File: src/rtl/mux_2_1_arbiter.sv
// Two-requester round-robin arbiter driving a registered 2:1 mux.
// A grant is held for at most MAX_HOLD cycles while the other side waits.
module mux_2_1_arbiter #(
  parameter int WIDTH    = 1,
  parameter int MAX_HOLD = 4
) (
  input  logic             clk,
  input  logic             rst,
  input  logic             req_a,
  input  logic             req_b,
  input  logic [WIDTH-1:0] a,
  input  logic [WIDTH-1:0] b,
  output logic             select,
  output logic             gnt_a,
  output logic             gnt_b,
  output logic [WIDTH-1:0] y,
  output logic             valid
);

  localparam int CW = (MAX_HOLD > 1) ? $clog2(MAX_HOLD) : 1;
  localparam logic [CW-1:0] HOLD_LIMIT = CW'(MAX_HOLD - 1);

  typedef enum logic [1:0] {
    IDLE  = 2'd0,
    GNT_A = 2'd1,
    GNT_B = 2'd2
  } state_t;

  state_t        state;
  state_t        state_next;
  logic          last;
  logic [CW-1:0] hold_cnt;
  logic          hold_full;

  assign hold_full = (hold_cnt == HOLD_LIMIT);

  always_ff @(posedge clk) begin
    if (rst) begin
      state    <= IDLE;
      last     <= 1'b1;
      hold_cnt <= '0;
    end else begin
      state <= state_next;
      if (state_next == GNT_A && state != GNT_A) begin
        last <= 1'b0;
      end else if (state_next == GNT_B && state != GNT_B) begin
        last <= 1'b1;
      end
      if (state_next != state || state == IDLE) begin
        hold_cnt <= '0;
      end else if (!hold_full) begin
        hold_cnt <= hold_cnt + 1'b1;
      end
    end
  end

  // A tie from IDLE goes to the side that was not served last.
  always_comb begin
    state_next = state;
    case (state)
      IDLE: begin
        if (req_a && req_b) begin
          state_next = last ? GNT_A : GNT_B;
        end else if (req_a) begin
          state_next = GNT_A;
        end else if (req_b) begin
          state_next = GNT_B;
        end
      end
      GNT_A: begin
        if (!req_a) begin
          state_next = req_b ? GNT_B : IDLE;
        end else if (req_b && hold_full) begin
          state_next = GNT_B;
        end
      end
      GNT_B: begin
        if (!req_b) begin
          state_next = req_a ? GNT_A : IDLE;
        end else if (req_a && hold_full) begin
          state_next = GNT_A;
        end
      end
      default: state_next = IDLE;
    endcase
  end

  // Data path lags the grant by one edge; y holds through IDLE.
  always_ff @(posedge clk) begin
    if (rst) begin
      y     <= '0;
      valid <= 1'b0;
    end else begin
      case (state)
        GNT_A: begin
          y     <= a;
          valid <= 1'b1;
        end
        GNT_B: begin
          y     <= b;
          valid <= 1'b1;
        end
        default: valid <= 1'b0;
      endcase
    end
  end

  assign gnt_a  = (state == GNT_A);
  assign gnt_b  = (state == GNT_B);
  assign select = (state == GNT_B);

endmodule

File: config.mk
export PLATFORM = sky130hd
export DESIGN_NAME = mux_2_1_arbiter
export DESIGN_NICKNAME = d
export VERILOG_FILES = /design/src/rtl/mux_2_1_arbiter.sv
export SDC_FILE = /design/constraint.sdc
export NUM_CORES = 1
export LEC_CHECK = 0
export CAP_MARGIN = 10
export CORE_UTILIZATION = 35
export DETAILED_ROUTE_END_ITERATION = 10
export SLEW_MARGIN = 40
export SYNTH_ARGS = -nofsm -noshare
export SYNTH_HDL_FRONTEND = slang
export SYNTH_SLANG_ARGS = --single-unit
File: constraint.sdc
create_clock -name clk -period 1.96 [get_ports clk]
set_input_delay 0.49 -clock clk [delete_from_list [all_inputs] [get_ports clk]]
set_output_delay 0.49 -clock clk [all_outputs]
set_load 0.05 [all_outputs]
After elaboration in Yosys (flattened, before gate mapping)
Cells that the tools add are included.
Widths: inputs -> output; s select.
{"block": "word_totals", "reg_bits": 7, "inputBits": 6}
{"block": "op_classes", "n_addsub": 1, "n_eq_ne": 8, "reduce_logical": 11, "muxes": 15}
{"operator": "$mux 2", "n": 9}
{"operator": "$eq 2x2->1 const B", "n": 3}
{"operator": "$pmux 2 s3", "n": 1}
{"operator": "$logic_and 1x1->1", "n": 5}
{"operator": "$eq 2x1->1 const B", "n": 2}
{"operator": "$mux 1", "n": 4}
{"operator": "$reduce_bool 2->1", "n": 2}
{"operator": "$reduce_or 2->1", "n": 2}
{"operator": "$add 2x1->2 const B", "n": 1}
{"operator": "$logic_not 2->1", "n": 1}
{"operator": "$ne 2x1->1 const B", "n": 1}
{"operator": "$ne 2x2->1", "n": 1}
{"operator": "$ne 2x2->1 const B", "n": 1}
{"operator": "$pmux 1 s2", "n": 1}
{"operator": "$logic_or 1x1->1", "n": 1}

Logic depth before layout (Yosys ltp)
Gate-level depths: netlist of the first run.
{"block": "depth", "word_depth": 9, "ltp_mapped": 8, "mapped_depth_nobuf": 7}

Worst setup path before layout of the first run
Ideal clock, no wire load.
{"block": "synth_path", "path_kind": "register to register", "startpoint": "register state[0]", "endpoint": "register hold_cnt[0]", "slack_ns": -0.105, "n_path_buf": 1, "arrival_ns": 2.004, "required_ns": 1.899, "setup_ns": 0.061, "stages_incl_launch_ff": 9, "path_cell_list": "dfxtp_1 inv_1 ha_1 clkbuf_1 nand2_1 o211ai_1 a32oi_1 mux2i_1 and4b_1"}
{"block": "synth_between", "elab_cells_between_ends": 14, "classes_between": "eq/ne: 3; mux: 8; reduce/logical: 3"}
{"element": "from (decl)", "line_no": "29", "text": "state_t state;"}
{"element": "from (signal assigned)", "line_no": "43", "text": "state <= state_next;"}
{"element": "$eq 2x2->1"}
{"element": "net gnt_b", "line_no": "15", "text": "output logic gnt_b,"}
{"element": "$pmux 2 s3", "line_no": "60", "text": "case (state)"}
{"element": "$ne 2x2->1", "line_no": "49", "text": "if (state_next != state || state == IDLE) begin"}
{"element": "$logic_or 1x1->1", "line_no": "49"}
{"element": "$reduce_or 2->1 (no source line)"}
{"element": "to (signal assigned)", "line_no": "52", "text": "hold_cnt <= hold_cnt + 1'b1;"}
{"element": "to (decl)", "line_no": "32", "text": "logic [CW-1:0] hold_cnt;"}
The timed path passes the listed nets, and every way through them passes these cells.
A chain may end at the register's enable or synchronous reset.

Final worst setup path of the first run
{"block": "layout_path", "startpoint": "register y", "endpoint": "output port y"}
{"element": "from (decl)", "line_no": "16", "text": "output logic [WIDTH-1:0] y,"}
{"element": "from (signal assigned)", "line_no": "91", "text": "y <= '0;"}
{"element": "from (signal assigned)", "line_no": "96", "text": "y <= a;"}
{"element": "from (signal assigned)", "line_no": "100", "text": "y <= b;"}
No word-level cell between the ends.

==> results of run 1 <==
-- layer usage --
| layer | up-vias | GRT usage [%] | routed length, µm |
|---|---|---|---|
| met4 | 0 | 2.59 | 0 |
| met1 | 233 | 23.3 | 558 |
| met5 | - | 0 | 0 |
| met3 | 0 | 5.11 | 45 |
| met2 | 12 | 27.5 | 559 |
| li1 | 257 | - | - |
-- Yosys cell counts, types with 2 or more instances --
master | n | area, µm²
a211oi_1 | 2 | 15.0
nand2b_1 | 2 | 12.5
inv_1 | 2 | 7.51
nand2_1 | 6 | 22.5
nor2_1 | 5 | 18.8
nor3_1 | 2 | 10.0
dfxtp_1 | 7 | 140
ha_1 | 5 | 62.6
nand3_1 | 2 | 10.0
and4b_1 | 2 | 20.0
o21ai_0 | 2 | 10.0
a31oi_1 | 2 | 12.5
mux2i_1 | 3 | 30.0
-- tightest hold or removal path: cells and delay by family, from the launching register on --
kind,cells,cell delay (ps)
and+or+nand+nor,1,100
AOI/OAI and AO/OA,1,50
DFF,1,300
-- worst min path at each step --
stage	from	endpoint	slack (ps)	depth (start not counted)
after floorplan	last$_SDFFE_PP1P_	last$_SDFFE_PP1P_	480	1
after global placement	y$_SDFFE_PP0P_	y$_SDFFE_PP0P_	490	2
final	y$_SDFFE_PP0P_	y$_SDFFE_PP0P_	500	2
after global routing	last$_SDFFE_PP1P_	last$_SDFFE_PP1P_	540	1
after CTS	y$_SDFFE_PP0P_	y$_SDFFE_PP0P_	500	2
after detailed placement	y$_SDFFE_PP0P_	y$_SDFFE_PP0P_	490	2
-- cell type report --
class	count	area [µm²]	share of cell area, %
multi-input cells	46	349	47.0
repair buffers	19	200	27.0
flip-flops and latches	7	140	18.9
clock buffers	4	26.3	3.54
well taps	15	18.8	2.53
inverters	2	7.51	1.01
-- stage by stage --
step	instances	total power, mW	setup TNS (ps)	utilization, %
final	93	0.715	0	56.3
after global routing	93	0.766	0	56.3
after CTS	93	0.724	0	55.7
after detailed placement	89	0.590	-645	53.7
after global placement	89	0.586	-518	53.7
after floorplan	58	0.432	0	-
-- cell families (layout without fill, tap and decap cells) --
family,after synthesis,after routing
flops,7,7
buf+inv,5,25
fa+ha+maj,5,5
compound gates,13,13
simple gates,24,24
xor+xnor,1,1
mux,3,3
-- repair_timing --
| item | CTS | global route |
|---|---|---|
| endpoints found under the setup margin | 0 | 3 |
| buffers inserted | 0 | 0 |
| resized for setup | 0 | 2 |
-- where the power goes --
| group | leakage (nW) | switching, mW | total (mW) | internal (mW) |
|---|---|---|---|---|
| sequential | 0.0575 | 0.0179 | 0.189 | 0.171 |
| combinational | 0.251 | 0.213 | 0.399 | 0.186 |
| clock | 0.0150 | 0.0495 | 0.127 | 0.0774 |
-- state kept, by name, indices dropped and copies added, names as in the netlist --
| signal | cells |
|---|---|
| hold_cnt | 2 |
| state | 2 |
| last | 1 |
| valid | 1 |
| y | 1 |
==> metrics.csv, run 1 <==
metric;value;unit
Clock transition at path regs;50;ps
I/O Buffers;10;
Worst R2R Setup Slack;160;ps
drt total wl;1160;µm
worst setup path start;y$_SDFFE_PP0P_;
critical path data required time;1470;ps
Mapped Area;500;µm²
Layout area overhead;48.3;%
crit path capture;y;
# rows;13;
clk_skew;0.602;ps
IO Pins;11;
CORE AREA;0.00132;mm²
P per Cell Area;964;mW/mm²
critical path type;reg2out;
Worst-Margin Slew;497;ps
Remaining DRCs;0;
EDFF count, synth;0;
post-DR vias/cell;5.40;
sequential area share after synthesis;28.0;%
die extent in y;39.8;µm
dpl ws;-243;ps
initial antenna violation count;0;
vias in the first global route;416;
Critical Path Sink Type;primary output;
multiplexer share of the synthesized area;6.00;%
R2R Path Start;state[0]$_SDFF_PP0_;
Mapped Nets;69;
Post-Synthesis Cells;58;
WP buf/inv;1;
R2R cell count;7;
Remaining Overflow, GRT;0;
Worst Path Arrival;1370;ps
die area;0.00159;mm²
Worst setup SP type;register;
commonest non-fill, non-tap cell in the layout;buf_4;
Synth Register Bits;7;
Top delay family on crit path;buffers and inverters;
Max Slew Vio Count;0;
most frequent cells in the layout;buf_4 (9), dfxtp_1 (7), nand2_1 (6), clkdlybuf4s50_1 (6), nor2_1 (5);
Final Hold Viols;0;
GPL Wtd Cong;0.845;
hpwl dp;945;µm
final instance area;742;µm²
Synth Area in Compound Gates;21.5;%
share of cells above drive strength 1;25.6;%
CTS tree;built;
first-pass GRT wire length;1770;µm
Root Buffer Master;clkbuf_4;
drt pass-1 iters;4;
htree depth;1;
Final WS setup;103;ps
Hold Path Class;reg2reg;
fraction of registers with async set/reset;0;%
CTS sink count;7;
Post-DP Area;707;µm²
WHS;500;ps
die width;39.8;µm
final-stage net count;90;
Post-DRT Antenna Nets;0;
wire length per cell;12.5;µm
Synth Area in Adders;12.5;%
simple-gate share of the synthesized area;25.8;%
initial core utilization;38.0;%
largest net degree at the start of global routing;9;
Max Cap Viol;0;
minimum clock period;1860;ps
peak supply drop;0.000461;V
Max Freq;0.538;GHz
worst-skew pair later-pin latency;240;ps
CP peak stage delay;800;ps
Pleak;0.323;nW
largest family of logic cells by synthesized area;simple AND/OR/NAND/NOR gates;
via count;502;
1st-iter DRT viols;16;
All-Layer GR Usage;17.4;%
CTS Hold Bufs;0;
Worst path slowest cell;clkdlybuf4s50_1;
Final setup viols;0;
cell count along the critical path;1;
ANT cells;0;
syn_area_per_cell;8.63;µm²
fin crit share;94.8;%
RSZ-0062 raised after global routing;false;
Slew Limit Headroom;66.8;%
Synth Area in XOR/XNOR;1.75;%
synth warn;0;
Netlist cell types;29;
RR Endpoint;last$_SDFFE_PP1P_;
# fillers;119;
CTS Buf Count;3;
status;completed;
crit-path cells;clkdlybuf4s50_1;
CTS Buffer Depth;2;
ys flop type;dfxtp_1;
critical-path maximum fanout;2;
(Power assumes the default switching activity.)
==> inputs of run 2 (changes only) <==
- CORE_MARGIN: unset -> 2
- SKIP_CTS_REPAIR_TIMING: unset -> 1
==> metrics.csv, run 2 (synthesis results as in run 1) <==
metric;value;unit;change
Worst path slowest cell;clkdlybuf4s50_1;;
vias in the first global route;426;;+2.4%
Post-DP Area;704;µm²;-0.35%
Regs by FF count;hold_cnt x2, state x2;;
Max Freq;0.545;GHz;+1.2%
# fillers;116;;-2.5%
die width;41.8;µm;+5.0%
Critical Path Sink Type;primary output;;
CORE AREA;0.00132;mm²;unchanged
CP peak stage delay;790;ps;about the same
Worst Path Arrival;1340;ps;-30 ps
RSZ-0062 raised after global routing;false;;
initial core utilization;38.0;%;unchanged
CTS Buf Count;3;;unchanged
post-DR vias/cell;5.43;;+0.60%
Post-DRT Antenna Nets;0;;unchanged
Pleak;0.325;nW;+0.54%
status;completed;;
Layout area overhead;47.7;%;
hpwl dp;876;µm;-7.3%
Worst-Margin Slew;490;ps;-7.65 ps
final-stage net count;90;;unchanged
Max Slew Vio Count;0;;unchanged
Slew Limit Headroom;67.3;%;+0.51 points
drt total wl;1140;µm;-2.0%
initial antenna violation count;0;;unchanged
# rows;13;;unchanged
die extent in y;41.8;µm;+5.0%
CTS Buffer Depth;2;;unchanged
clk_skew;0.783;ps;+0.181 ps
Remaining DRCs;0;;unchanged
I/O Buffers;10;;unchanged
Hold Path Class;reg2reg;;
share of cells above drive strength 1;26.9;%;+1.3 points
peak supply drop;0.000499;V;+8.3%
Final setup viols;0;;unchanged
first-pass GRT wire length;1950;µm;+9.7%
critical path data required time;1470;ps;about the same
Worst setup SP type;register;;
largest net degree at the start of global routing;9;;unchanged
1st-iter DRT viols;18;;+2
Max Cap Viol;0;;unchanged
IO Pins;11;;unchanged
Clock transition at path regs;50;ps;about the same
Root Buffer Master;clkbuf_4;;
die area;0.00175;mm²;+10%
fin crit share;93.6;%;-1.1 points
worst-skew pair later-pin latency;240;ps;about the same
Top delay family on crit path;buffers and inverters;;
final instance area;739;µm²;-0.34%
WP buf/inv;1;;unchanged
critical path type;reg2out;;
ANT cells;0;;unchanged
Core Util, Final;56.1;%;-0.19 points
GPL Wtd Cong;0.856;;+1.4%
CTS tree;built;;
minimum clock period;1830;ps;-22.4 ps
commonest non-fill, non-tap cell in the layout;buf_4;;
Final Hold Viols;0;;unchanged
CTS sink count;7;;unchanged
P per Cell Area;965;mW/mm²;about the same
wire length per cell;12.3;µm;-2.0%
Remaining Overflow, GRT;0;;unchanged
critical-path maximum fanout;1;;-1
htree depth;1;;unchanged
All-Layer GR Usage;14.7;%;-2.6 points
crit-path cells;clkdlybuf4s50_1;;
drt pass-1 iters;4;;unchanged
via count;505;;+0.60%
most frequent cells in the layout;buf_4 (10), dfxtp_1 (7), nand2_1 (6);;
## run 2: per-layer routing
metal / wire (µm) / global-route usage [%] / vias to the layer above
li1: - / - / 256
met2: 534 / 20.9 / 18
met5: 0 / 0 / -
met4: 0 / 1.94 / 0
met1: 545 / 20.6 / 231
met3: 59 / 6.96 / 0
## run 2: area by class of cell
type | instances | area [µm²] | area share [%]
clock buffer | 4 | 26.3 | 3.55
sequential | 7 | 140 | 19.0
timing repair buffer | 19 | 198 | 26.7
multi-input combinational | 46 | 349 | 47.2
inverter | 2 | 7.51 | 1.02
tap | 15 | 18.8 | 2.54
## run 2: final timing paths
check | startpoint | end | slack [ps] | cells after the start
worst max-delay path | valid$_SDFF_PP0_ | valid | 130 | 1
worst min-delay path | y$_SDFFE_PP0P_ | y$_SDFFE_PP0P_ | 500 | 2
worst max register to register | state[0]$_SDFF_PP0_ | last$_SDFFE_PP1P_ | 190 | 7
worst min register to register | y$_SDFFE_PP0P_ | y$_SDFFE_PP0P_ | 500 | 2
## run 2: through the flow
stage	instances	hold slack (ps)	power (mW)	TNS, ps	setup WS (ps)
after floorplan	58	477	0.432	0	32.8
after global placement	89	488	0.584	-511	-197
after detailed placement	89	495	0.584	-554	-216
after CTS	93	504	0.715	0	25.3
after global routing	93	524	0.764	0	56.2
final	93	502	0.713	0	125
## run 2: report_power, final
| group | leakage (nW) | internal [mW] | switching [mW] |
|---|---|---|---|
| clock network | 0.0150 | 0.0774 | 0.0488 |
| registers | 0.0575 | 0.171 | 0.0185 |
| logic | 0.252 | 0.184 | 0.213 |
